--- config.mk ---
export PLATFORM = sky130hd
export DESIGN_NAME = pipe_ctrl_flat
export DESIGN_NICKNAME = d
export VERILOG_FILES = /design/src/rtl/pipe_pkg.sv /design/src/rtl/pipe_ctrl_if.sv /design/src/rtl/pipe_ctrl_hazard_fwd_unit.sv /design/src/rtl/pipe_ctrl.sv /design/src/flat_wrapper.sv
export SDC_FILE = /design/constraint.sdc
export NUM_CORES = 1
export LEC_CHECK = 0
export BUFFER_PORTS_ARGS = -buffer_cell sky130_fd_sc_hd__buf_2
export CAP_MARGIN = 5
export CORE_MARGIN = 2
export CORE_UTILIZATION = 35
export CTS_BUF_LIST = sky130_fd_sc_hd__clkbuf_16
export CTS_CLUSTER_DIAMETER = 50
export DETAILED_ROUTE_END_ITERATION = 6
export SLEW_MARGIN = 30
export SYNTH_ARGS = -nofsm -noshare
export SYNTH_HDL_FRONTEND = slang
export SYNTH_SLANG_ARGS = --single-unit
--- constraint.sdc ---
create_clock -name clk -period 4.5 [get_ports clk]
set_clock_uncertainty 0.2 [all_clocks]
set_input_delay 0.45 -clock clk [delete_from_list [all_inputs] [get_ports clk]]
set_output_delay 0.45 -clock clk [all_outputs]
set_load 0.01 [all_outputs]
--- src/rtl/pipe_pkg.sv ---
// Shared types for the 5-stage pipeline controller: forwarding selects and
// the fetch-cancel state encoding.
package pipe_pkg;

    typedef enum logic [1:0] {
        FWD_RF  = 2'b00,
        FWD_EX  = 2'b01,
        FWD_MEM = 2'b10,
        FWD_WB  = 2'b11
    } fwd_sel_t;

    typedef enum logic {
        C_IDLE   = 1'b0,
        C_CANCEL = 1'b1
    } cancel_state_t;

endpackage

--- src/rtl/pipe_ctrl_if.sv ---
// Handshake/hazard bundle between the pipeline datapath (master) and the
// central pipeline controller (slave).
interface pipe_ctrl_if #(
    parameter int REG_AW = 5,
    parameter int CNT_W  = 32
);
    logic              fs_valid;
    logic              fs_ready_go;
    logic [REG_AW-1:0] ds_rj;
    logic [REG_AW-1:0] ds_rk;
    logic              ds_use_rj;
    logic              ds_use_rk;
    logic              ds_br_taken;
    logic [REG_AW-1:0] es_dest;
    logic [REG_AW-1:0] ms_dest;
    logic [REG_AW-1:0] ws_dest;
    logic              es_gr_we;
    logic              ms_gr_we;
    logic              ws_gr_we;
    logic              es_load;
    logic              ms_load;
    logic              es_mem_req;
    logic              es_addr_ok;
    logic              ms_mem_req;
    logic              ms_data_ok;

    logic              fs_allowin;
    logic              ds_allowin;
    logic              es_allowin;
    logic              ms_allowin;
    logic              ds_valid;
    logic              es_valid;
    logic              ms_valid;
    logic              ws_valid;
    logic              fs2ds_en;
    logic              ds2es_en;
    logic              es2ms_en;
    logic              mem_ready_go;
    logic              br_flush;
    logic [1:0]        fwd_rj;
    logic [1:0]        fwd_rk;
    logic [CNT_W-1:0]  stall_cnt;
    logic [CNT_W-1:0]  flush_cnt;

    modport master (
        output fs_valid, fs_ready_go, ds_rj, ds_rk, ds_use_rj, ds_use_rk, ds_br_taken,
               es_dest, ms_dest, ws_dest, es_gr_we, ms_gr_we, ws_gr_we,
               es_load, ms_load, es_mem_req, es_addr_ok, ms_mem_req, ms_data_ok,
        input  fs_allowin, ds_allowin, es_allowin, ms_allowin,
               ds_valid, es_valid, ms_valid, ws_valid,
               fs2ds_en, ds2es_en, es2ms_en, mem_ready_go,
               br_flush, fwd_rj, fwd_rk, stall_cnt, flush_cnt
    );

    modport slave (
        input  fs_valid, fs_ready_go, ds_rj, ds_rk, ds_use_rj, ds_use_rk, ds_br_taken,
               es_dest, ms_dest, ws_dest, es_gr_we, ms_gr_we, ws_gr_we,
               es_load, ms_load, es_mem_req, es_addr_ok, ms_mem_req, ms_data_ok,
        output fs_allowin, ds_allowin, es_allowin, ms_allowin,
               ds_valid, es_valid, ms_valid, ws_valid,
               fs2ds_en, ds2es_en, es2ms_en, mem_ready_go,
               br_flush, fwd_rj, fwd_rk, stall_cnt, flush_cnt
    );

endinterface

--- src/rtl/pipe_ctrl_hazard_fwd_unit.sv ---
// Purely combinational ID-stage hazard detection and operand-forwarding select.
// A newer producer (EX) always shadows an older one (MEM, WB).
module hazard_fwd_unit
    import pipe_pkg::*;
#(
    parameter int REG_AW = 5
) (
    input  logic [REG_AW-1:0] ds_rj,
    input  logic [REG_AW-1:0] ds_rk,
    input  logic              ds_use_rj,
    input  logic              ds_use_rk,
    input  logic              es_valid,
    input  logic              es_gr_we,
    input  logic              es_load,
    input  logic [REG_AW-1:0] es_dest,
    input  logic              ms_valid,
    input  logic              ms_gr_we,
    input  logic              ms_load,
    input  logic              ms_data_ok,
    input  logic [REG_AW-1:0] ms_dest,
    input  logic              ws_valid,
    input  logic              ws_gr_we,
    input  logic [REG_AW-1:0] ws_dest,
    output logic              stall,
    output fwd_sel_t          fwd_rj,
    output fwd_sel_t          fwd_rk
);

    function automatic fwd_sel_t pick_src(input logic nz, input logic es_hit,
                                          input logic ms_hit, input logic ws_hit);
        fwd_sel_t sel;
        sel = FWD_RF;
        if (!nz) begin
            sel = FWD_RF;
        end else if (es_hit) begin
            sel = FWD_EX;
        end else if (ms_hit) begin
            sel = FWD_MEM;
        end else if (ws_hit) begin
            sel = FWD_WB;
        end else begin
            sel = FWD_RF;
        end
        return sel;
    endfunction

    logic nz_j_s, nz_k_s;
    logic es_hit_j_s, ms_hit_j_s, ws_hit_j_s;
    logic es_hit_k_s, ms_hit_k_s, ws_hit_k_s;
    logic stall_j_s, stall_k_s;

    assign nz_j_s     = (ds_rj != {REG_AW{1'b0}});
    assign nz_k_s     = (ds_rk != {REG_AW{1'b0}});
    assign es_hit_j_s = es_valid & es_gr_we & (es_dest == ds_rj);
    assign ms_hit_j_s = ms_valid & ms_gr_we & (ms_dest == ds_rj);
    assign ws_hit_j_s = ws_valid & ws_gr_we & (ws_dest == ds_rj);
    assign es_hit_k_s = es_valid & es_gr_we & (es_dest == ds_rk);
    assign ms_hit_k_s = ms_valid & ms_gr_we & (ms_dest == ds_rk);
    assign ws_hit_k_s = ws_valid & ws_gr_we & (ws_dest == ds_rk);

    // A load result is unavailable while in EX, and in MEM until its data returns.
    assign stall_j_s = ds_use_rj & nz_j_s &
                       ((es_hit_j_s & es_load) | (ms_hit_j_s & ms_load & ~ms_data_ok));
    assign stall_k_s = ds_use_rk & nz_k_s &
                       ((es_hit_k_s & es_load) | (ms_hit_k_s & ms_load & ~ms_data_ok));
    assign stall     = stall_j_s | stall_k_s;

    assign fwd_rj = pick_src(nz_j_s, es_hit_j_s, ms_hit_j_s, ws_hit_j_s);
    assign fwd_rk = pick_src(nz_k_s, es_hit_k_s, ms_hit_k_s, ws_hit_k_s);

endmodule

--- src/rtl/pipe_ctrl.sv ---
// Central 5-stage pipeline controller: stage valids, allowin chain, register
// load enables, branch flush with in-flight fetch cancellation, perf counters.
module pipe_ctrl
    import pipe_pkg::*;
#(
    parameter int REG_AW = 5,
    parameter int CNT_W  = 32
) (
    input  logic           clk,
    input  logic           rst,
    pipe_ctrl_if.slave     bus
);

    logic             ds_valid_r, es_valid_r, ms_valid_r, ws_valid_r;
    cancel_state_t    cancel_state_r, cancel_state_s;
    logic             cancel_pending_s;
    logic [CNT_W-1:0] stall_cnt_r, flush_cnt_r;

    logic             stall_s;
    logic             ds_ready_go_s, es_ready_go_s, ms_ready_go_s;
    logic             fs_allowin_s, ds_allowin_s, es_allowin_s, ms_allowin_s;
    logic             br_flush_s;
    fwd_sel_t         fwd_rj_s, fwd_rk_s;

    hazard_fwd_unit #(.REG_AW(REG_AW)) u_hazard (
        .ds_rj      (bus.ds_rj),
        .ds_rk      (bus.ds_rk),
        .ds_use_rj  (bus.ds_use_rj),
        .ds_use_rk  (bus.ds_use_rk),
        .es_valid   (es_valid_r),
        .es_gr_we   (bus.es_gr_we),
        .es_load    (bus.es_load),
        .es_dest    (bus.es_dest),
        .ms_valid   (ms_valid_r),
        .ms_gr_we   (bus.ms_gr_we),
        .ms_load    (bus.ms_load),
        .ms_data_ok (bus.ms_data_ok),
        .ms_dest    (bus.ms_dest),
        .ws_valid   (ws_valid_r),
        .ws_gr_we   (bus.ws_gr_we),
        .ws_dest    (bus.ws_dest),
        .stall      (stall_s),
        .fwd_rj     (fwd_rj_s),
        .fwd_rk     (fwd_rk_s)
    );

    // WB always accepts, so the allowin chain starts at MEM.
    assign ms_ready_go_s = ~bus.ms_mem_req | bus.ms_data_ok;
    assign es_ready_go_s = ~bus.es_mem_req | bus.es_addr_ok;
    assign ds_ready_go_s = ~stall_s;
    assign ms_allowin_s  = ~ms_valid_r | ms_ready_go_s;
    assign es_allowin_s  = ~es_valid_r | (es_ready_go_s & ms_allowin_s);
    assign ds_allowin_s  = ~ds_valid_r | (ds_ready_go_s & es_allowin_s);
    assign fs_allowin_s  = ~bus.fs_valid | (bus.fs_ready_go & ds_allowin_s);
    assign br_flush_s    = ds_valid_r & ds_ready_go_s & bus.ds_br_taken & es_allowin_s;

    assign bus.fs_allowin   = fs_allowin_s;
    assign bus.ds_allowin   = ds_allowin_s;
    assign bus.es_allowin   = es_allowin_s;
    assign bus.ms_allowin   = ms_allowin_s;
    assign bus.ds_valid     = ds_valid_r;
    assign bus.es_valid     = es_valid_r;
    assign bus.ms_valid     = ms_valid_r;
    assign bus.ws_valid     = ws_valid_r;
    assign bus.fs2ds_en     = bus.fs_valid & bus.fs_ready_go & ds_allowin_s;
    assign bus.ds2es_en     = ds_valid_r & ds_ready_go_s & es_allowin_s;
    assign bus.es2ms_en     = es_valid_r & es_ready_go_s & ms_allowin_s;
    assign bus.mem_ready_go = ms_valid_r & ms_ready_go_s;
    assign bus.br_flush     = br_flush_s;
    assign bus.fwd_rj       = fwd_rj_s;
    assign bus.fwd_rk       = fwd_rk_s;
    assign bus.stall_cnt    = stall_cnt_r;
    assign bus.flush_cnt    = flush_cnt_r;

    // Stage valid registers; each advances only when its stage allows in.
    always_ff @(posedge clk or posedge rst) begin
        if (rst) begin
            ds_valid_r <= 1'b0;
            es_valid_r <= 1'b0;
            ms_valid_r <= 1'b0;
            ws_valid_r <= 1'b0;
        end else begin
            if (ds_allowin_s) begin
                ds_valid_r <= bus.fs_valid & bus.fs_ready_go & ~cancel_pending_s & ~br_flush_s;
            end else begin
                ds_valid_r <= ds_valid_r;
            end
            if (es_allowin_s) begin
                es_valid_r <= ds_valid_r & ds_ready_go_s;
            end else begin
                es_valid_r <= es_valid_r;
            end
            if (ms_allowin_s) begin
                ms_valid_r <= es_valid_r & es_ready_go_s;
            end else begin
                ms_valid_r <= ms_valid_r;
            end
            ws_valid_r <= ms_valid_r & ms_ready_go_s;
        end
    end

    // Cancel state register.
    always_ff @(posedge clk or posedge rst) begin
        if (rst) begin
            cancel_state_r <= C_IDLE;
        end else begin
            cancel_state_r <= cancel_state_s;
        end
    end

    // A flush while the fetch is still outstanding must discard the instruction that returns next.
    always_comb begin
        cancel_state_s   = cancel_state_r;
        cancel_pending_s = 1'b0;
        case (cancel_state_r)
            C_IDLE: begin
                cancel_pending_s = 1'b0;
                if (br_flush_s & bus.fs_valid & ~bus.fs_ready_go) begin
                    cancel_state_s = C_CANCEL;
                end else begin
                    cancel_state_s = C_IDLE;
                end
            end
            C_CANCEL: begin
                cancel_pending_s = 1'b1;
                if (bus.fs_ready_go) begin
                    cancel_state_s = C_IDLE;
                end else begin
                    cancel_state_s = C_CANCEL;
                end
            end
            default: begin
                cancel_pending_s = 1'b0;
                cancel_state_s   = C_IDLE;
            end
        endcase
    end

    // Free-running wrap-around performance counters.
    always_ff @(posedge clk or posedge rst) begin
        if (rst) begin
            stall_cnt_r <= {CNT_W{1'b0}};
            flush_cnt_r <= {CNT_W{1'b0}};
        end else begin
            if (ds_valid_r & ~ds_ready_go_s) begin
                stall_cnt_r <= stall_cnt_r + {{(CNT_W-1){1'b0}}, 1'b1};
            end else begin
                stall_cnt_r <= stall_cnt_r;
            end
            if (br_flush_s) begin
                flush_cnt_r <= flush_cnt_r + {{(CNT_W-1){1'b0}}, 1'b1};
            end else begin
                flush_cnt_r <= flush_cnt_r;
            end
        end
    end

endmodule

--- src/flat_wrapper.sv ---
// flat-port wrapper written by rule: the top's interface ports become plain ports
module pipe_ctrl_flat import pipe_pkg::*;
#(
    parameter int REG_AW = 5,
    parameter int CNT_W  = 32
)
  (clk, rst, bus_fs_valid, bus_fs_ready_go, bus_ds_rj, bus_ds_rk, bus_ds_use_rj, bus_ds_use_rk, bus_ds_br_taken, bus_es_dest, bus_ms_dest, bus_ws_dest, bus_es_gr_we, bus_ms_gr_we, bus_ws_gr_we, bus_es_load, bus_ms_load, bus_es_mem_req, bus_es_addr_ok, bus_ms_mem_req, bus_ms_data_ok, bus_fs_allowin, bus_ds_allowin, bus_es_allowin, bus_ms_allowin, bus_ds_valid, bus_es_valid, bus_ms_valid, bus_ws_valid, bus_fs2ds_en, bus_ds2es_en, bus_es2ms_en, bus_mem_ready_go, bus_br_flush, bus_fwd_rj, bus_fwd_rk, bus_stall_cnt, bus_flush_cnt);
  pipe_ctrl_if #(.REG_AW(REG_AW), .CNT_W(CNT_W)) bus_i ();
  input  logic clk;
  input  logic rst;
  input wire logic [$bits(bus_i.fs_valid)-1:0] bus_fs_valid;
  input wire logic [$bits(bus_i.fs_ready_go)-1:0] bus_fs_ready_go;
  input wire logic [$bits(bus_i.ds_rj)-1:0] bus_ds_rj;
  input wire logic [$bits(bus_i.ds_rk)-1:0] bus_ds_rk;
  input wire logic [$bits(bus_i.ds_use_rj)-1:0] bus_ds_use_rj;
  input wire logic [$bits(bus_i.ds_use_rk)-1:0] bus_ds_use_rk;
  input wire logic [$bits(bus_i.ds_br_taken)-1:0] bus_ds_br_taken;
  input wire logic [$bits(bus_i.es_dest)-1:0] bus_es_dest;
  input wire logic [$bits(bus_i.ms_dest)-1:0] bus_ms_dest;
  input wire logic [$bits(bus_i.ws_dest)-1:0] bus_ws_dest;
  input wire logic [$bits(bus_i.es_gr_we)-1:0] bus_es_gr_we;
  input wire logic [$bits(bus_i.ms_gr_we)-1:0] bus_ms_gr_we;
  input wire logic [$bits(bus_i.ws_gr_we)-1:0] bus_ws_gr_we;
  input wire logic [$bits(bus_i.es_load)-1:0] bus_es_load;
  input wire logic [$bits(bus_i.ms_load)-1:0] bus_ms_load;
  input wire logic [$bits(bus_i.es_mem_req)-1:0] bus_es_mem_req;
  input wire logic [$bits(bus_i.es_addr_ok)-1:0] bus_es_addr_ok;
  input wire logic [$bits(bus_i.ms_mem_req)-1:0] bus_ms_mem_req;
  input wire logic [$bits(bus_i.ms_data_ok)-1:0] bus_ms_data_ok;
  output wire logic [$bits(bus_i.fs_allowin)-1:0] bus_fs_allowin;
  output wire logic [$bits(bus_i.ds_allowin)-1:0] bus_ds_allowin;
  output wire logic [$bits(bus_i.es_allowin)-1:0] bus_es_allowin;
  output wire logic [$bits(bus_i.ms_allowin)-1:0] bus_ms_allowin;
  output wire logic [$bits(bus_i.ds_valid)-1:0] bus_ds_valid;
  output wire logic [$bits(bus_i.es_valid)-1:0] bus_es_valid;
  output wire logic [$bits(bus_i.ms_valid)-1:0] bus_ms_valid;
  output wire logic [$bits(bus_i.ws_valid)-1:0] bus_ws_valid;
  output wire logic [$bits(bus_i.fs2ds_en)-1:0] bus_fs2ds_en;
  output wire logic [$bits(bus_i.ds2es_en)-1:0] bus_ds2es_en;
  output wire logic [$bits(bus_i.es2ms_en)-1:0] bus_es2ms_en;
  output wire logic [$bits(bus_i.mem_ready_go)-1:0] bus_mem_ready_go;
  output wire logic [$bits(bus_i.br_flush)-1:0] bus_br_flush;
  output wire logic [$bits(bus_i.fwd_rj)-1:0] bus_fwd_rj;
  output wire logic [$bits(bus_i.fwd_rk)-1:0] bus_fwd_rk;
  output wire logic [$bits(bus_i.stall_cnt)-1:0] bus_stall_cnt;
  output wire logic [$bits(bus_i.flush_cnt)-1:0] bus_flush_cnt;
  assign bus_i.fs_valid = bus_fs_valid;
  assign bus_i.fs_ready_go = bus_fs_ready_go;
  assign bus_i.ds_rj = bus_ds_rj;
  assign bus_i.ds_rk = bus_ds_rk;
  assign bus_i.ds_use_rj = bus_ds_use_rj;
  assign bus_i.ds_use_rk = bus_ds_use_rk;
  assign bus_i.ds_br_taken = bus_ds_br_taken;
  assign bus_i.es_dest = bus_es_dest;
  assign bus_i.ms_dest = bus_ms_dest;
  assign bus_i.ws_dest = bus_ws_dest;
  assign bus_i.es_gr_we = bus_es_gr_we;
  assign bus_i.ms_gr_we = bus_ms_gr_we;
  assign bus_i.ws_gr_we = bus_ws_gr_we;
  assign bus_i.es_load = bus_es_load;
  assign bus_i.ms_load = bus_ms_load;
  assign bus_i.es_mem_req = bus_es_mem_req;
  assign bus_i.es_addr_ok = bus_es_addr_ok;
  assign bus_i.ms_mem_req = bus_ms_mem_req;
  assign bus_i.ms_data_ok = bus_ms_data_ok;
  assign bus_fs_allowin = bus_i.fs_allowin;
  assign bus_ds_allowin = bus_i.ds_allowin;
  assign bus_es_allowin = bus_i.es_allowin;
  assign bus_ms_allowin = bus_i.ms_allowin;
  assign bus_ds_valid = bus_i.ds_valid;
  assign bus_es_valid = bus_i.es_valid;
  assign bus_ms_valid = bus_i.ms_valid;
  assign bus_ws_valid = bus_i.ws_valid;
  assign bus_fs2ds_en = bus_i.fs2ds_en;
  assign bus_ds2es_en = bus_i.ds2es_en;
  assign bus_es2ms_en = bus_i.es2ms_en;
  assign bus_mem_ready_go = bus_i.mem_ready_go;
  assign bus_br_flush = bus_i.br_flush;
  assign bus_fwd_rj = bus_i.fwd_rj;
  assign bus_fwd_rk = bus_i.fwd_rk;
  assign bus_stall_cnt = bus_i.stall_cnt;
  assign bus_flush_cnt = bus_i.flush_cnt;
  pipe_ctrl #(.REG_AW(REG_AW), .CNT_W(CNT_W)) u_core (.clk(clk), .rst(rst), .bus(bus_i));
endmodule
==> run summary, run 1 <==
YOSYS
------------------------------------------------------------------------------------------
Post-Synthesis Mean Instance Area ...........................................   10.2 sq um
Fraction of post-synthesis cell area in the top cell type by area ...........        0.452
Seq/Total Area, Yosys .......................................................        0.452
Cells after synthesis .......................................................          375
Synth unique cells ..........................................................           44
Synthesized net count .......................................................          418
Warnings, synthesis .........................................................            0
Flip-flop and latch count after synthesis ...................................           69
Library cell occupying the most area in the post-synthesis netlist ..........      dfrtp_1
Post-Syn Area ............................................................... 0.00382 sq mm
Synth area leaders .......................................................... dfrtp_1 (45%), xor2_1 (11%), xnor2_1 (9.6%)

GRT
------------------------------------------------------------------------------------------
Global routing met1 resource utilization ....................................        0.214
Met3 Use GR .................................................................       0.0512
Met2 capacity usage during global routing ...................................        0.288
Initial antenna violation count .............................................            0
Pin count of the biggest net entering global routing ........................           37
Via count of the first global-routing pass ..................................        3,228
Global-route usage over all layers ..........................................        0.172
Global-route wire length before repair ......................................      15.9 mm
Leftover overflow at the end of global routing ..............................            0
Global route hottest layer ..................................................         met2

CRITICAL PATH
------------------------------------------------------------------------------------------
Data required, critical path ................................................      3.85 ns
Crit end category ...........................................................  output port
Setup crit start kind .......................................................    flip-flop
Endpoint arrival time on the critical path ..................................      2.65 ns
Flop2flop setup slack .......................................................      1.69 ns
Reg2reg start ............................................................... u_core.bus.ms_valid$_DFFE_PP0N_
Largest fanout of any net on the critical path ..............................           16
Class of the most critical setup path .......................................   reg -> out
Reg2Reg Depth ...............................................................            7
Reg2reg end ................................................................. u_core.bus.flush_cnt[1]$_DFFE_PP0N_

CLOCK NETWORK
------------------------------------------------------------------------------------------
Post-cts hold buffer count ..................................................            0
Number of buffers on the longest clock path .................................            2
Clock tree from TritonCTS ...................................................         done
Clock edge transition at the registers on the reported setup and hold paths .      0.06 ns
H-tree lvl count ............................................................            3
Worst skew pair latency .....................................................      0.34 ns
Clock tree root buffer cell .................................................    clkbuf_16
Number of CTS-inserted buffers ..............................................            9
Number of clock sinks .......................................................           69
Number of instances resized during post-cts repair ..........................            0
Post-CTS setup buffer count .................................................            0

FLOORPLANNING
------------------------------------------------------------------------------------------
Die Area .................................................................... 0.0118 sq mm
X dimension of the die ......................................................  108 microns
Core region area ............................................................ 0.0107 sq mm
Core Rows ...................................................................           38
DIE HEIGHT ..................................................................  108 microns
Count of pins on the block boundary .........................................          122
Starting density of the core ................................................        0.356

STA
------------------------------------------------------------------------------------------
Total negative setup slack ..................................................         0 ns
Maximum frequency from static timing analysis ...............................      303 MHz
Transition at the pin with the smallest max-transition slack ................     0.727 ns
Post-route fraction of the period consumed by the critical path .............        0.733
Unrepaired setup endpoints after global routing .............................        false
Time the final worst path needs with I/O delays and setup ...................      3.30 ns
Setup-failing EPs final .....................................................            0
Slew margin rel. ............................................................        0.515
Hold violation count in the final report ....................................            0
Max-slew violations .........................................................            0

CELLS AND AREA
------------------------------------------------------------------------------------------
Share of post-route cells with drive strength above 1 .......................        0.316
Combined flip-flop and latch cell area ...................................... 0.00173 sq mm
Signed area change from the synthesized netlist to the final layout .........        27.1%
Utilization of the core after routing .......................................        0.452
Final Cell Area ............................................................. 0.00486 sq mm
Area occupied by multi-input gates .......................................... 0.00200 sq mm
Antenna diode count .........................................................            0
Post-layout nets ............................................................          541
Top library cells by usage in the layout, fill and taps aside ............... buf_2 (121), dfrtp_1 (69), xor2_1 (48), xnor2_1 (42), nand3_1 (36)
Layout filler cell count ....................................................        1,093
Most frequent standard cell in the layout excluding fill and tap cells ......        buf_2

PLACE
------------------------------------------------------------------------------------------
Placer congestion estimate ..................................................        0.851
Post-DP HPWL ................................................................      7.31 mm
Port Buffers ................................................................          121
Placed cell area ............................................................ 0.00456 sq mm

ROUTING
------------------------------------------------------------------------------------------
Routed len/inst ............................................................. 15.2 microns
First-pass iteration count of the detailed router ...........................            4
Antenna-violating nets left .................................................            0
Detailed-route vias per instance ............................................         5.08
Via count of the routed design ..............................................        3,269
Post-detailed-route DRC marker count ........................................            0
Detailed-route wire length ..................................................      9.77 mm
DR iter-0 viols .............................................................          125

POWER AND IR DROP
------------------------------------------------------------------------------------------
Highest ir drop seen on vdd .................................................   0.000190 V
Leakage power summed over all cells .........................................      2.52 nW
Power Dens Cells ............................................................  321 mW/mm^2

MIN PATH
------------------------------------------------------------------------------------------
Path type of the worst min-delay path .......................................  in -> async

FLOW RUN
------------------------------------------------------------------------------------------
Max capacitance violation total .............................................            0

RUN STATUS
------------------------------------------------------------------------------------------
Run status ..................................................................    completed

## stage by stage
stage | cells | setup WS, ns | hold slack, ns | total power (W)
3_3_place_gp | 627 | 1.37 | 0.252 | 0.000860
4_1_cts | 643 | 1.18 | 0.0544 | 0.00158
3_5_place_dp | 627 | 1.33 | 0.263 | 0.000866
6_report | 643 | 1.20 | 0.0206 | 0.00156
5_1_grt | 643 | 1.03 | 0.0717 | 0.00163
2_1_floorplan | 375 | 1.94 | 0.230 | 0.000781
## how the worst max path moves through the flow
| stage | from | endpoint | cells after the start |
|---|---|---|---|
| floorplan | bus_ms_data_ok | bus_fs_allowin | 8 |
| global placement | bus_ds_rj[1] | bus_fs_allowin | 7 |
| detailed placement | bus_ds_rj[1] | bus_fs_allowin | 7 |
| CTS | u_core.bus.ms_valid$_DFFE_PP0N_ | bus_br_flush | 7 |
| global route | u_core.bus.ms_valid$_DFFE_PP0N_ | bus_br_flush | 7 |
| finish | u_core.bus.ms_valid$_DFFE_PP0N_ | bus_br_flush | 7 |
## power breakdown
group | total, W | internal, W | switching [W]
combinational | 0.000171 | 0.0000742 | 0.0000965
clock | 0.000709 | 0.000430 | 0.000278
sequential | 0.000679 | 0.000644 | 0.0000348
## routing by layer
metal	share of wire	vias to the layer above
met3	0.056	10
met1	0.44	1612
li1	-	1567
met2	0.49	80
met5	0	-
met4	0.013	0
## logic make-up (layout without fill, tap and decap cells)
family / count (synthesis) / after routing / synth area share
mux: 2 / 2 / 0.00589
buf+inv: 21 / 149 / 0.0278
xor+xnor: 92 / 92 / 0.215
simple gates: 168 / 168 / 0.249
flops: 69 / 69 / 0.452
fa+ha+maj: 2 / 2 / 0.00655
compound gates: 21 / 21 / 0.0442
## final cells by class
| cell class | instances | share of cell area |
|---|---|---|
| inverter | 9 | 0.00695 |
| timing repair buffer | 124 | 0.129 |
| clock inverter | 7 | 0.0152 |
| tap | 140 | 0.0361 |
| clock buffer | 9 | 0.0464 |
| sequential | 69 | 0.355 |
| multi-input combinational | 285 | 0.411 |
## cell usage after synthesis, drive strengths merged
library cell	number
or4	3
a41oi	1
nand3	36
ha	2
o22ai	1
nand2	23
and4	3
and3	20
xnor2	44
o31ai	1
nor4b	2
a22oi	4
nor2	20
or2b	1
nor3	27
nor4	5
nand4	18
mux2	2
nor2b	1
clkbuf	7
and2	4
buf	5
nor3b	2
o21ai	5
inv	9
o22a	1
or3	3
xor2	48
dfrtp	69
a211oi	2
a21boi	2
a31oi	2
o32a	2
## registers in the layout, summed over array words and instances, names as in the netlist
signal                 cells
u_core.cancel_state_r      1
u_core.bus.stall_cnt      32
u_core.bus.flush_cnt      32
u_core.bus.ms_valid        1
u_core.bus.es_valid        1
u_core.bus.ws_valid        1
u_core.bus.ds_valid        1
## worst max-delay path, cell delays in order, from the launching register on
cell and delay (ns):
dfrtp_1 0.46, nand3_1 0.13, o21ai_0 0.12, and2_1 0.23, inv_1 0.37, nand2_1 0.47, nor2_1 0.34, buf_2 0.18
No activity file was read; power rests on OpenSTA's default activity.
==> run 2: changes to the inputs <==
- ABC_AREA: unset -> 1
- clock period: 4.5 -> 2.75 ns (I/O delays scaled with it)
==> run 2 against run 1 <==
  * Count of clock-buffer cells in the layout did not move
  * First-iteration DRC count rose by 140%
  * Via count rose by 51%
  * Total power rose by 74%
  * Synthesized cell count rose by 89%
  * Critical path type is now in -> out
  * Largest cell class unchanged
==> run summary, run 2 <==
STA
------------------------------------------------------------------------------------------
Total negative setup slack ..................................................         0 ns   unchanged
Time the final worst path needs with I/O delays and setup ...................      2.51 ns
Setup-failing EPs final .....................................................            0   unchanged
Final setup slack of the worst path .........................................     0.235 ns   -0.967 ns
Transition at the pin with the smallest max-transition slack ................     0.763 ns   +0.0357 ns
Hold violation count in the final report ....................................            0   unchanged
Unrepaired setup endpoints after global routing .............................        false
Maximum frequency from static timing analysis ...............................      398 MHz
Post-route fraction of the period consumed by the critical path .............        0.914
Max-slew violations .........................................................            0   unchanged
Slew margin rel. ............................................................        0.491   -0.0245

POWER AND IR DROP
------------------------------------------------------------------------------------------
Leakage power summed over all cells .........................................      3.20 nW   +27%
Net Sw Power ................................................................   0.000737 W   +80%
Switching part of the total power ...........................................        0.272   +0.00940
Sequential group share of total power .......................................        0.410   -0.026
Power Dens Cells ............................................................  450 mW/mm^2   +40%
Logic gate share of total power .............................................        0.130   +0.020
Internal power ..............................................................    0.00197 W   +72%
Share of total power in the clock network ...................................        0.459   +0.004
Highest ir drop seen on vdd .................................................   0.000279 V   +47%

PLACE
------------------------------------------------------------------------------------------
Placer congestion estimate ..................................................        0.950   +12%
Post-DP HPWL ................................................................      11.2 mm   +53%
Port Buffers ................................................................          121   unchanged
Dpl ws ......................................................................     0.486 ns   -0.842 ns

ROUTING
------------------------------------------------------------------------------------------
Via count of the routed design ..............................................        4,946   +51%
Post-detailed-route DRC marker count ........................................            0   unchanged
Detailed-route vias per instance ............................................         4.85   -4.6%
First-pass iteration count of the detailed router ...........................            5   +1
Antenna-violating nets left .................................................            0   unchanged
Detailed-route wire length ..................................................      14.4 mm   +47%
Routed len/inst ............................................................. 14.1 microns   -7.3%
DR iter-0 viols .............................................................          297   +140%

GRT
------------------------------------------------------------------------------------------
Global-route usage over all layers ..........................................        0.197   +0.0242
Global-route wire length before repair ......................................      23.0 mm   +45%
Initial antenna violation count .............................................            0   unchanged
Pin count of the biggest net entering global routing ........................           35   -5.4%
Leftover overflow at the end of global routing ..............................            0   unchanged
Via count of the first global-routing pass ..................................        4,554   +41%

CLOCK NETWORK
------------------------------------------------------------------------------------------
Clock edge transition at the registers on the reported setup and hold paths .      0.06 ns   about the same
Worst skew pair latency .....................................................      0.34 ns   about the same
Clock tree root buffer cell .................................................    clkbuf_16
H-tree lvl count ............................................................            3   unchanged
Number of clock sinks .......................................................           69   unchanged
Post-CTS setup buffer count .................................................            0   unchanged
Clock tree from TritonCTS ...................................................         done
Number of buffers on the longest clock path .................................            2   unchanged
Number of CTS-inserted buffers ..............................................            9   unchanged

YOSYS
------------------------------------------------------------------------------------------
Synth unique cells ..........................................................           32   -27%
Fraction of post-synthesis cell area in the top cell type by area ...........        0.355   -0.0967
List of most frequent post-synthesis cells .................................. nand2_1 (264), nor2_1 (77), dfrtp_1 (69), inv_1 (62), xor2_1 (49)
Post-Syn Area ............................................................... 0.00486 sq mm   +27%
Most common flop cell mapped by yosys .......................................      dfrtp_1
Proportion of register bits with asynchronous set or reset after synthesis ..         1.00   unchanged
Post-Synthesis Mean Instance Area ...........................................   6.85 sq um   -33%
Warnings, synthesis .........................................................            0   unchanged
Synth area leaders .......................................................... dfrtp_1 (36%), nand2_1 (20%), xor2_1 (8.8%)
Flip-flop and latch count after synthesis ...................................           69   unchanged
Seq/Total Area, Yosys .......................................................        0.355   -0.0967
Library cell occupying the most area in the post-synthesis netlist ..........      dfrtp_1
Number of enable flip-flop cells after synthesis ............................            0   unchanged
Synthesized net count .......................................................          753   +80%
Count leader, synth .........................................................      nand2_1
Cells after synthesis .......................................................          710   +89%

CELLS AND AREA
------------------------------------------------------------------------------------------
Share of post-route cells with drive strength above 1 .......................        0.204   -0.113
Top library cells by usage in the layout, fill and taps aside ............... nand2_1 (264), buf_2 (121), nor2_1 (77), dfrtp_1 (69), inv_1 (61)
Signed area change from the synthesized netlist to the final layout .........        23.9%
Layout filler cell count ....................................................        1,474   +35%
Antenna diode count .........................................................            0   unchanged
Post-layout nets ............................................................          878   +62%
Most frequent standard cell in the layout excluding fill and tap cells ......      nand2_1

CRITICAL PATH
------------------------------------------------------------------------------------------
Endpoint arrival time on the critical path ..................................      2.04 ns   -0.61 ns
Class of the most critical setup path .......................................    in -> out
Setup crit start kind ....................................................... primary input
Flop2flop setup slack .......................................................      0.53 ns   -1.16 ns
Critical Path Source ........................................................ bus_ms_mem_req
Reg2reg start ............................................................... u_core.bus.flush_cnt[2]$_DFFE_PP0N_
Reg2Reg Depth ...............................................................            7   unchanged
Reg2reg end ................................................................. u_core.bus.flush_cnt[29]$_DFFE_PP0N_
Crit end category ...........................................................  output port
Largest fanout of any net on the critical path ..............................            3   -13
Data required, critical path ................................................      2.28 ns   -1.57 ns

RUN STATUS
------------------------------------------------------------------------------------------
Run status ..................................................................    completed

MIN PATH
------------------------------------------------------------------------------------------
Hold path cells .............................................................            3
Path type of the worst min-delay path .......................................    in -> reg
Startpoint of the tightest hold check path .................................. bus_ms_data_ok
Min-Delay Endpoint .......................................................... u_core.bus.ws_valid$_DFF_PP0_

FLOORPLANNING
------------------------------------------------------------------------------------------
Core region area ............................................................ 0.0137 sq mm   +28%
DIE HEIGHT ..................................................................  122 microns   +12%
Die Area .................................................................... 0.0149 sq mm   +26%
Core Rows ...................................................................           43   +13%
X dimension of the die ......................................................  122 microns   +12%
Count of pins on the block boundary .........................................          122   unchanged
Starting density of the core ................................................        0.354   -0.00121

FLOW RUN
------------------------------------------------------------------------------------------
Max capacitance violation total .............................................            0   unchanged

==> run 2: changes by cell type in the layout (fill, tap and decap cells not counted), moves of 7 or more <==
cell / before / now
nand2_1: 23 / 264
nor2_1: 20 / 77
inv_1: 8 / 61
xnor2_1: 42 / 11
nand4_1: 18 / 45
and3_1: 20 / 1
nand3_1: 36 / 21
a21oi_1: 0 / 10
nor3_1: 22 / 29
==> run 2: power by group through the flow <==
stage / Combinational (W) / Sequential (W) / Clock [W]
3_3_place_gp: 0.000353 / 0.00113 / 0
3_5_place_dp: 0.000352 / 0.00113 / 0
6_report: 0.000353 / 0.00111 / 0.00124
2_1_floorplan: 0.000190 / 0.00113 / 0
5_1_grt: 0.000398 / 0.00112 / 0.00132
4_1_cts: 0.000357 / 0.00111 / 0.00127
==> run 2: per-layer routing <==
layer | global-route usage | vias up | wire (microns)
li1 | - | 2510 | -
met1 | 0.283 | 2276 | 6780
met2 | 0.301 | 147 | 6470
met3 | 0.0337 | 13 | 926
met4 | 0.0632 | 0 | 183
met5 | 0 | - | 0
==> run 2: what timing repair did <==
action / CTS / global route
endpoints found under the hold margin: 34 / 0
hold buffers: 3 / 0
endpoints found under the setup margin: 0 / 2
gates resized for setup: 0 / 1
==> run 2: worst max path at each step <==
stage	endpoint	slack, ns	cells past startpoint
5_1_grt	bus_fs2ds_en	0.04	10
3_3_place_gp	bus_fs2ds_en	0.45	13
4_1_cts	bus_fs2ds_en	0.1	10
6_report	bus_fs2ds_en	0.24	10
2_1_floorplan	u_core.bus.ds_valid$_DFFE_PP0P_	0.54	1
3_5_place_dp	bus_fs2ds_en	0.49	13
==> run 2: stage by stage <==
stage	instance area [sq um]	power, W	instances	hold slack, ns	utilization
2_1_floorplan	4860	0.00132	710	0.239	-
3_3_place_gp	5680	0.00148	1001	0.263	0.414
3_5_place_dp	5680	0.00148	1001	0.258	0.414
4_1_cts	6020	0.00274	1020	0.0377	0.439
5_1_grt	6020	0.00284	1020	0.0521	0.439
6_report	6020	0.00271	1020	0.0530	0.439
==> run 2: logic make-up after synthesis <==
kind of cell,Yosys count,share of synthesized area
and+or+nand+nor,457,0.409
buffers and inverters,87,0.0733
DFF,69,0.355
xor gates and xnor gates,64,0.121
AOI/OAI and AO/OA,31,0.0358
adders and majority gates,2,0.00515
==> run 2: area by class of cell <==
type | count | area (sq um) | share of cell area
inverter | 67 | 251 | 0.0417
multi-input combinational | 554 | 2780 | 0.462
tap | 180 | 225 | 0.0374
clock inverter | 7 | 90.1 | 0.0150
sequential | 69 | 1730 | 0.287
clock buffer | 9 | 225 | 0.0374
timing repair buffer | 134 | 723 | 0.120
==> run 2: critical path, stage by stage <==
cell           delay (ns)
dlygate4sd3_1        0.54
buf_2                0.13
nand3_1              0.11
o21ai_0              0.16
nand2_1              0.16
inv_1                0.10
o21ai_2              0.23
nand2_1              0.10
nor2_1               0.09
buf_2                0.13
==> run 3: changes to the inputs <==
- PLACE_DENSITY_LB_ADDON: unset -> 0.05
==> run 3 against run 2 <==
  * Sequential share of layout area grew 0.13 points
  * Total power fell by 1.3%
  * Sequential power about the same
  * Global-route usage rose by 0.84 points
  * Die area unchanged
  * Combinational power about the same
  * Wire length is 1.7% higher
  * Clock power hardly changed
  * Final area shrank 0.46%
  * Via count increased by 0.65%
  * Largest power group unchanged
==> run summary, run 3 (synthesis gave the netlist of run 2 again) <==
MIN PATH
------------------------------------------------------------------------------------------
Startpoint of the tightest hold check path .................................. bus_fs_ready_go
Path type of the worst min-delay path .......................................    in -> reg

STA
------------------------------------------------------------------------------------------
Setup-failing EPs final .....................................................            0   unchanged
Slew margin rel. ............................................................        0.488   -0.00230
Maximum frequency from static timing analysis ...............................      415 MHz   +4.2%
Post-route fraction of the period consumed by the critical path .............        0.877   -0.0372
Hold violation count in the final report ....................................            0   unchanged
Transition at the pin with the smallest max-transition slack ................     0.766 ns   +0.00345 ns
Unrepaired setup endpoints after global routing .............................        false
Total negative setup slack ..................................................         0 ns   unchanged
Max-slew violations .........................................................            0   unchanged
Time the final worst path needs with I/O delays and setup ...................      2.41 ns   -0.102 ns

ROUTING
------------------------------------------------------------------------------------------
DR iter-0 viols .............................................................          273   -8.1%
First-pass iteration count of the detailed router ...........................            4   -1
Routed len/inst ............................................................. 14.3 microns   +1.9%
Post-detailed-route DRC marker count ........................................            0   unchanged
Antenna-violating nets left .................................................            0   unchanged
Detailed-route wire length ..................................................      14.6 mm   +1.7%
Via count of the routed design ..............................................        4,978   +0.65%
Detailed-route vias per instance ............................................         4.89   +0.84%

CRITICAL PATH
------------------------------------------------------------------------------------------
Crit end category ...........................................................  output port
Stage delay of the slowest cell on the critical path ........................      0.54 ns   about the same
Largest fanout of any net on the critical path ..............................            3   unchanged
Class of the most critical setup path .......................................    in -> out
Cells traversed along the worst timing path ................................. dlygate4sd3_1 > buf_2 > nand3_1 > o21ai_0 > nand2_1 > inv_1 > o21ai_1 > nand2_1 > nor2_1 > buf_2
Setup crit start kind ....................................................... primary input
Reg2reg start ............................................................... u_core.bus.ms_valid$_DFFE_PP0N_
Data required, critical path ................................................      2.28 ns   about the same
Critical Path Source ........................................................ bus_ms_mem_req
Endpoint arrival time on the critical path ..................................      1.94 ns   -0.10 ns
Cell at the slowest stage of the critical path .............................. dlygate4sd3_1

CLOCK NETWORK
------------------------------------------------------------------------------------------
H-tree lvl count ............................................................            3   unchanged
Clock tree from TritonCTS ...................................................         done
Clock edge transition at the registers on the reported setup and hold paths .      0.06 ns   about the same
Number of clock sinks .......................................................           69   unchanged
Worst skew pair latency .....................................................      0.34 ns   about the same
Number of buffers on the longest clock path .................................            2   unchanged
Number of CTS-inserted buffers ..............................................            9   unchanged
Clock tree root buffer cell .................................................    clkbuf_16

CELLS AND AREA
------------------------------------------------------------------------------------------
Share of post-route cells with drive strength above 1 .......................        0.198   -0.00548
Signed area change from the synthesized netlist to the final layout .........        23.3%
Post-layout nets ............................................................          876   -0.23%
Top library cells by usage in the layout, fill and taps aside ............... nand2_1 (264), buf_2 (121), nor2_1 (77), dfrtp_1 (69), inv_1 (64)
Antenna diode count .........................................................            0   unchanged
Most frequent standard cell in the layout excluding fill and tap cells ......      nand2_1

POWER AND IR DROP
------------------------------------------------------------------------------------------
Power Dens Cells ............................................................  446 mW/mm^2   -0.82%
Power after layout ..........................................................    0.00267 W   -1.3%
Highest ir drop seen on vdd .................................................   0.000332 V   +19%
Leakage power summed over all cells .........................................      3.20 nW   about the same

PLACE
------------------------------------------------------------------------------------------
Placer congestion estimate ..................................................        0.855   -10%
Port Buffers ................................................................          121   unchanged
Post-DP HPWL ................................................................      11.4 mm   +2.2%

FLOORPLANNING
------------------------------------------------------------------------------------------
Core region area ............................................................ 0.0137 sq mm   unchanged
Starting density of the core ................................................        0.354   unchanged
Count of pins on the block boundary .........................................          122   unchanged
DIE HEIGHT ..................................................................  122 microns   unchanged
X dimension of the die ......................................................  122 microns   unchanged
Core Rows ...................................................................           43   unchanged
Die Area .................................................................... 0.0149 sq mm   unchanged

GRT
------------------------------------------------------------------------------------------
Via count of the first global-routing pass ..................................        4,783   +5.0%
Global-route wire length before repair ......................................      23.8 mm   +3.3%
Initial antenna violation count .............................................            0   unchanged
Global-route usage over all layers ..........................................        0.205   +0.00843
Leftover overflow at the end of global routing ..............................            0   unchanged
Pin count of the biggest net entering global routing ........................           36   +2.9%

RUN STATUS
------------------------------------------------------------------------------------------
Run status ..................................................................    completed

FLOW RUN
------------------------------------------------------------------------------------------
Max capacitance violation total .............................................            0   unchanged

[run 3: critical path, delay by kind of cell]
family / cells / cell delay [ns]
buffers and inverters: 4 / 0.89
AO/OA/AOI/OAI: 2 / 0.36
AND/OR/NAND/NOR: 4 / 0.41
[run 3: report_power, final]
part	internal (W)	switching, W
sequential	0.00105	0.0000560
combinational	0.000127	0.000224
clock	0.000782	0.000431
[run 3: through the flow]
stage          utilization  hold WS (ns)  worst slack [ns]  instance area [sq um]  instances
2_1_floorplan            -         0.239             0.535                   4860        710
3_3_place_gp         0.413         0.255             0.575                   5670       1000
3_5_place_dp         0.413         0.269             0.581                   5670       1000
4_1_cts              0.437       0.00905             0.314                   6000       1018
5_1_grt              0.437        0.0425             0.133                   6000       1018
6_report             0.437        0.0168             0.338                   6000       1018
[run 3: path summary, 6_finish.rpt]
check,cells past startpoint,endpoint,slack [ns]
worst max-delay path,10,bus_fs2ds_en,0.34
worst min-delay path,4,u_core.cancel_state_r$_DFF_PP0_,0.02
worst max register to register,12,u_core.bus.stall_cnt[3]$_DFFE_PP0P_,0.59
worst min register to register,1,u_core.bus.stall_cnt[5]$_DFFE_PP0P_,0.31
max in group asynchronous,4,u_core.bus.flush_cnt[17]$_DFFE_PP0N_,1.30
min in group asynchronous,3,u_core.bus.stall_cnt[2]$_DFFE_PP0P_,0.42
[run 3: repair_timing]
item,in CTS,in global routing
hold buffers,2,0
buffers inserted,0,0
endpoints found under the hold margin,33,0
gates resized for setup,0,0
[run 3: metal layers]
metal  global-route usage  part of all wire
met4               0.0582             0.018
met3               0.0440             0.038
met1                0.254              0.44
met2                0.359              0.50
met5                    0                 0
[run 3: area by class of cell]
type,count,area (sq um)
Clock buffer,9,225
Clock inverter,7,83.8
Fill cell,1486,7720
Inverter,67,251
Multi-Input combinational cell,554,2780
Sequential cell,69,1730
Tap cell,180,225
Timing Repair Buffer,132,706
